File: src/rtl/cart_bus_initiator.sv
// Host-side initiator for the WonderSwan cartridge bus: turns one accepted
// command into a SETUP/STROBE/HOLD/RECOVER cycle on nSel/nIO/nOE/nWE.
module cart_bus_initiator #(
  parameter int unsigned SETUP_CYC   = 2,
  parameter int unsigned STROBE_CYC  = 4,
  parameter int unsigned HOLD_CYC    = 1,
  parameter int unsigned RECOVER_CYC = 1
) (
  input  logic        FastClk,
  input  logic        Reset,
  input  logic        CmdValid,
  output logic        CmdReady,
  input  logic        CmdWrite,
  input  logic        CmdIO,
  input  logic [19:0] CmdAddr,
  input  logic [15:0] CmdWData,
  output logic        RspValid,
  output logic [15:0] RspData,
  output logic        nSel,
  output logic        nIO,
  output logic        nOE,
  output logic        nWE,
  output logic [8:0]  AddrLo,
  output logic [3:0]  AddrHi,
  output logic [15:0] DataOut,
  output logic        DataOE,
  input  logic [15:0] DataIn
);

  if (SETUP_CYC < 1 || SETUP_CYC > 15 || STROBE_CYC < 1 || STROBE_CYC > 15 ||
      HOLD_CYC < 1 || HOLD_CYC > 15 || RECOVER_CYC < 1 || RECOVER_CYC > 15) begin : g_bad_param
    $error("cart_bus_initiator: every cycle parameter must be in 1..15");
  end

  typedef enum logic [2:0] {IDLE, SETUP, STROBE, HOLD, RECOVER} state_t;

  state_t      state, next_state;
  logic [3:0]  cnt, next_cnt;
  logic        cmd_write, cmd_io;
  logic [15:0] capture;
  logic        eff_write, eff_io;
  logic [15:0] read_word;

  logic        nxt_n_sel, nxt_n_io, nxt_n_oe, nxt_n_we, nxt_data_oe, nxt_rsp_valid;
  logic [8:0]  nxt_addr_lo;
  logic [3:0]  nxt_addr_hi;
  logic [15:0] nxt_data_out, nxt_rsp_data;

  // Address bits [15:9] have no pin on this bus.
  logic unused_addr;
  assign unused_addr = ^CmdAddr[15:9];

  function automatic logic [3:0] load_count(input state_t s);
    case (s)
      SETUP:   return 4'(SETUP_CYC - 1);
      STROBE:  return 4'(STROBE_CYC - 1);
      HOLD:    return 4'(HOLD_CYC - 1);
      RECOVER: return 4'(RECOVER_CYC - 1);
      default: return 4'd0;
    endcase
  endfunction

  assign CmdReady  = (state == IDLE) & ~Reset;
  // In IDLE the command is being accepted this edge, so use the live inputs.
  assign eff_write = (state == IDLE) ? CmdWrite : cmd_write;
  assign eff_io    = (state == IDLE) ? CmdIO    : cmd_io;
  assign read_word = cmd_io ? {8'h00, DataIn[7:0]} : DataIn;

  // NOTE: sequential state uses non-blocking assignments so every register
  // samples the pre-edge values regardless of block ordering.
  always_ff @(posedge FastClk) begin
    if (Reset) begin
      state <= IDLE;
      cnt   <= 4'd0;
    end else begin
      state <= next_state;
      cnt   <= next_cnt;
    end
  end

  // NOTE: every combinational output gets a default first, so no path
  // through the case can leave it unassigned and infer a latch.
  always_comb begin
    next_state = state;
    next_cnt   = cnt;
    case (state)
      IDLE:    if (CmdValid)    next_state = SETUP;
      SETUP:   if (cnt == 4'd0) next_state = STROBE;
      STROBE:  if (cnt == 4'd0) next_state = HOLD;
      HOLD:    if (cnt == 4'd0) next_state = RECOVER;
      RECOVER: if (cnt == 4'd0) next_state = IDLE;
      default: next_state = IDLE;
    endcase
    if (next_state != state) next_cnt = load_count(next_state);
    else if (cnt != 4'd0)    next_cnt = cnt - 4'd1;
  end

  // Next values of the registered pins, decoded from the state being entered.
  always_comb begin
    nxt_n_sel     = 1'b1;
    nxt_n_io      = 1'b1;
    nxt_n_oe      = 1'b1;
    nxt_n_we      = 1'b1;
    nxt_data_oe   = 1'b0;
    nxt_rsp_valid = 1'b0;
    nxt_addr_lo   = AddrLo;
    nxt_addr_hi   = AddrHi;
    nxt_data_out  = DataOut;
    nxt_rsp_data  = RspData;
    case (next_state)
      SETUP: begin
        nxt_n_sel   = 1'b0;
        nxt_n_io    = ~eff_io;
        nxt_data_oe = eff_write;
        if (state == IDLE) begin
          if (CmdIO) begin
            nxt_addr_hi = CmdAddr[7:4];
            nxt_addr_lo = {5'h00, CmdAddr[3:0]};
          end else begin
            nxt_addr_hi = CmdAddr[19:16];
            nxt_addr_lo = CmdAddr[8:0];
          end
          if (!CmdWrite)  nxt_data_out = 16'h0000;
          else if (CmdIO) nxt_data_out = {8'h00, CmdWData[7:0]};
          else            nxt_data_out = CmdWData;
        end
      end
      STROBE: begin
        nxt_n_sel   = 1'b0;
        nxt_n_io    = ~cmd_io;
        nxt_data_oe = cmd_write;
        nxt_n_oe    = cmd_write;
        nxt_n_we    = ~cmd_write;
      end
      HOLD: begin
        nxt_n_sel   = 1'b0;
        nxt_n_io    = ~cmd_io;
        nxt_data_oe = cmd_write;
        if (next_cnt == 4'd0) begin
          nxt_rsp_valid = 1'b1;
          if (!cmd_write) nxt_rsp_data = (state == STROBE) ? read_word : capture;
        end
      end
      default: ;
    endcase
  end

  always_ff @(posedge FastClk) begin
    if (Reset) begin
      cmd_write <= 1'b0;
      cmd_io    <= 1'b0;
      capture   <= 16'h0000;
      nSel      <= 1'b1;
      nIO       <= 1'b1;
      nOE       <= 1'b1;
      nWE       <= 1'b1;
      AddrLo    <= 9'h000;
      AddrHi    <= 4'h0;
      DataOut   <= 16'h0000;
      DataOE    <= 1'b0;
      RspValid  <= 1'b0;
      RspData   <= 16'h0000;
    end else begin
      if (state == IDLE && CmdValid) begin
        cmd_write <= CmdWrite;
        cmd_io    <= CmdIO;
      end
      // Bus data is taken on the edge that ends the last strobe cycle.
      if (state == STROBE && next_state == HOLD) capture <= read_word;
      nSel     <= nxt_n_sel;
      nIO      <= nxt_n_io;
      nOE      <= nxt_n_oe;
      nWE      <= nxt_n_we;
      AddrLo   <= nxt_addr_lo;
      AddrHi   <= nxt_addr_hi;
      DataOut  <= nxt_data_out;
      DataOE   <= nxt_data_oe;
      RspValid <= nxt_rsp_valid;
      RspData  <= nxt_rsp_data;
    end
  end

endmodule

File: config.mk
export PLATFORM = sky130hd
export DESIGN_NAME = cart_bus_initiator
export DESIGN_NICKNAME = d
export VERILOG_FILES = /design/src/rtl/cart_bus_initiator.sv
export SDC_FILE = /design/constraint.sdc
export NUM_CORES = 1
export LEC_CHECK = 0
export BUFFER_PORTS_ARGS = -buffer_cell sky130_fd_sc_hd__buf_2
export CAP_MARGIN = 25
export CELL_PAD_IN_SITES_DETAIL_PLACEMENT = 1
export CELL_PAD_IN_SITES_GLOBAL_PLACEMENT = 2
export CORE_MARGIN = 2
export CORE_UTILIZATION = 31
export DETAILED_ROUTE_END_ITERATION = 10
export GPL_ROUTABILITY_DRIVEN = 0
export PLACE_DENSITY_LB_ADDON = 0.12
export SKIP_CTS_REPAIR_TIMING = 1
export SLEW_MARGIN = 15
export SYNTH_ARGS = -nofsm -noshare
export SYNTH_HDL_FRONTEND = slang
export SYNTH_SLANG_ARGS = --single-unit
File: constraint.sdc
create_clock -name FastClk -period 5.9 [get_ports FastClk]
set_clock_uncertainty 0.15 [all_clocks]
set_input_delay 1.18 -clock FastClk [delete_from_list [all_inputs] [get_ports FastClk]]
set_output_delay 1.18 -clock FastClk [all_outputs]
set_load 0.01 [all_outputs]
==> results.yml <==
layout:
  fillers: 1272
  syn_to_final_growth_pct: 21.4
  fin_nets: 529
  final_core_util: 0.389
  antennaDiodeCount: 0
  stdcell_area_sq_mm: 0.00402
  drive_gt1_frac: 0.291
critical_path:
  rrSetupSlack_ps: 2720
  critPathBufInv: 3
  crit_fanout: 75
  slowest_stage: "buf_4"
  r2r_end: "RspData[14]$_SDFFE_PP0P_"
  path_cells: "buf_2 -> buf_4 -> nor4_1 -> buf_2"
  critPathLaunchType: "primary input"
  reg2reg_from: "cnt[0]$_SDFF_PP0_"
  required_ps: 4570
  worstSetupPathType: "primary input to output pin"
  critPathArrivalTime_ps: 2190
  critPathCaptureType: "output pin"
  max_stage_delay_ps: 670
  crit_path_frequent_cell: "buf_2"
  worst_path_dominant_cell_family: "buffers and inverters"
  worst-r2r-cell-count: 7
global_route:
  grt_pass1_wl_microns: 15500
  antenna_found_initial: 0
  first_global_vias: 3058
  grt_usage: 0.170
  grt_overflow_total: 0
  grt_max_degree: 76
hold_path:
  min_to: "DataOut[5]$_SDFFE_PP0P_"
  min-delay-start: "DataOut[5]$_SDFFE_PP0P_"
  whs_path_depth: 2
  worstHoldPathType: "flip-flop to flip-flop"
power:
  p_int_w: 0.00100
  switching_power_w: 0.000660
  combPwrFrac: 0.378
  power.share.clock: 0.216
  switching_share: 0.397
  power.leakage_nw: 1.60
  power_density_mw_per_mm2: 414
  power_frac_seq: 0.406
  vdd_drop_max_mv: 0.104
placement:
  dpl_cell_area_sq_mm: 0.00385
  port_buffers: 101
  place_ws_ps: 2320
  dp_hpwl_microns: 6070
logic_synthesis:
  synth_ff_type: "dfxtp_1"
  synth_cells: 390
  synth-seq-area-share: 0.460
  synth_seq_cells: 76
  avgSynthCellArea_sq_um: 8.48
  synth_edf_count: 0
  synth_commonest_cells: "dfxtp_1, a21oi_1, nand2_1"
  synthTopCellsByArea: "dfxtp_1, a21oi_1, nand2_1"
  syn_nets: 448
  synth_top_area_frac: 0.460
  synth_top_cell_by_area: "dfxtp_1"
  synth_most_common_cell: "dfxtp_1"
  ys_types: 44
  yosys_warnings: 0
  synth_area_sq_mm: 0.00331
  async_flop_share: 0
detailed_routing:
  via_count: 3012
  drtIter0Drc: 93
  first_pass_iters: 4
  wl_microns: 9260
  postRouteAntennaNets: 0
  routed_via_density: 4.93
  drc: 0
  wl_per_cell_microns: 15.2
timing:
  hold_viol: 0
  finalMaxSlewViolations: 0
  fin_ws_ps: 2380
  setup_viol: 0
  tns_ps: 0
  max_clock_freq_mhz: 284
  slew_headroom: 0.399
  timing.final.crit_share: 0.597
  rsz0062_at_grt: "no"
  worst_pin_slew_ps: 902
  fin_crit_ps: 3520
clocking:
  root_buffer: "clkbuf_8"
  clk_pin_slew_ps: 80
  cts_num_sinks: 76
  cts_buffers: 9
  clockBufferDepth: 2
  h-tree-depth: 3
  cts_tree: "built"
  clk_latency_ps: 350
run_status:
  status: "finished clean"
floorplan:
  ioPinCount: 109
  start_util: 0.320
  rows: 37
  dieHeight_microns: 107
  fp.coreArea_sq_mm: 0.0103
  die_area_sq_mm: 0.0115
  die_w_microns: 107
run:
  cap_violations: 0
[metal layers]
layer | part of all wire | routed length [microns] | track usage | vias up
li1 | - | - | - | 1512
met5 | 0 | 0 | 0 | -
met3 | 0.066 | 614 | 0.0581 | 12
met4 | 0.014 | 131 | 0.0612 | 0
met2 | 0.47 | 4360 | 0.274 | 69
met1 | 0.45 | 4150 | 0.211 | 1419
[metrics by stage]
stage | cells | hold slack (ps) | total power, W
floorplan | 390 | 274 | 0.00115
global placement | 596 | 285 | 0.00131
detailed placement | 596 | 294 | 0.00133
CTS | 611 | 307 | 0.00170
global route | 611 | 327 | 0.00180
finish | 611 | 303 | 0.00166
[sequential cells by signal, summed over array words and instances (netlist names)]
register	cells
AddrHi	4
AddrLo	9
DataOE	1
DataOut	16
RspData	16
RspValid	1
capture	16
cmd_io	1
cmd_write	1
cnt	4
nIO	1
nOE	1
nSel	1
nWE	1
state	3
[cells in the final DEF (no fill, tap or decap), types with 2 or more instances in the layout]
cell type and n:
a211oi_1 10, a211oi_2 10, a21oi_1 66, a311oi_1 2, buf_2 101, buf_4 5, clkbuf_8 10, clkinv_2 2
dfxtp_1 76, inv_1 3, mux2i_1 14, nand2_1 59, nand2b_1 11, nand3_1 18, nor2_1 29, nor2b_1 4
nor3_1 6, nor3b_1 7, o21ai_0 12, o22a_1 2, or3_1 2
[power by group through the flow]
stage | sequential (W) | clock [W] | combinational, W
2_1_floorplan | 0.000671 | 0 | 0.000477
3_3_place_gp | 0.000684 | 0 | 0.000628
3_5_place_dp | 0.000688 | 0 | 0.000640
4_1_cts | 0.000678 | 0.000376 | 0.000642
5_1_grt | 0.000690 | 0.000395 | 0.000714
6_report | 0.000675 | 0.000359 | 0.000629
[how the worst max path moves through the flow]
stage	start	to	cells past startpoint	slack, ps
4_1_cts	Reset	CmdReady	4	2330
3_5_place_dp	Reset	CmdReady	4	2320
2_1_floorplan	Reset	CmdReady	2	2850
6_report	Reset	CmdReady	4	2380
5_1_grt	Reset	CmdReady	4	2260
3_3_place_gp	Reset	CmdReady	4	2330
[layout make-up]
class	instances	area, sq um	share of cell area
Inverter	3	11.3	0.00280
Sequential cell	76	1520	0.379
Multi-Input combinational cell	275	1600	0.399
Clock buffer	11	141	0.0352
Tap cell	136	170	0.0424
Timing Repair Buffer	106	543	0.135
Clock inverter	4	26.3	0.00654
[worst register-to-register path, cell delays in order (launching register included)]
cell and delay (ps):
dfxtp_1 410, inv_1 90, ha_1 340, nor3b_2 610
o21ai_2 150, a211oi_4 690, and2_4 460, a311oi_1 130
[kinds of logic (layout without fill, tap and decap cells)]
group           after synthesis  in the layout  synth area share
compound gates              111            111             0.217
fa+ha+maj                     1              1           0.00378
flops                        76             76             0.460
simple gates                148            148             0.215
xor+xnor                      1              1           0.00265
mux                          14             14            0.0424
buf+inv                      39            124            0.0594
(Power assumes the default switching activity.)
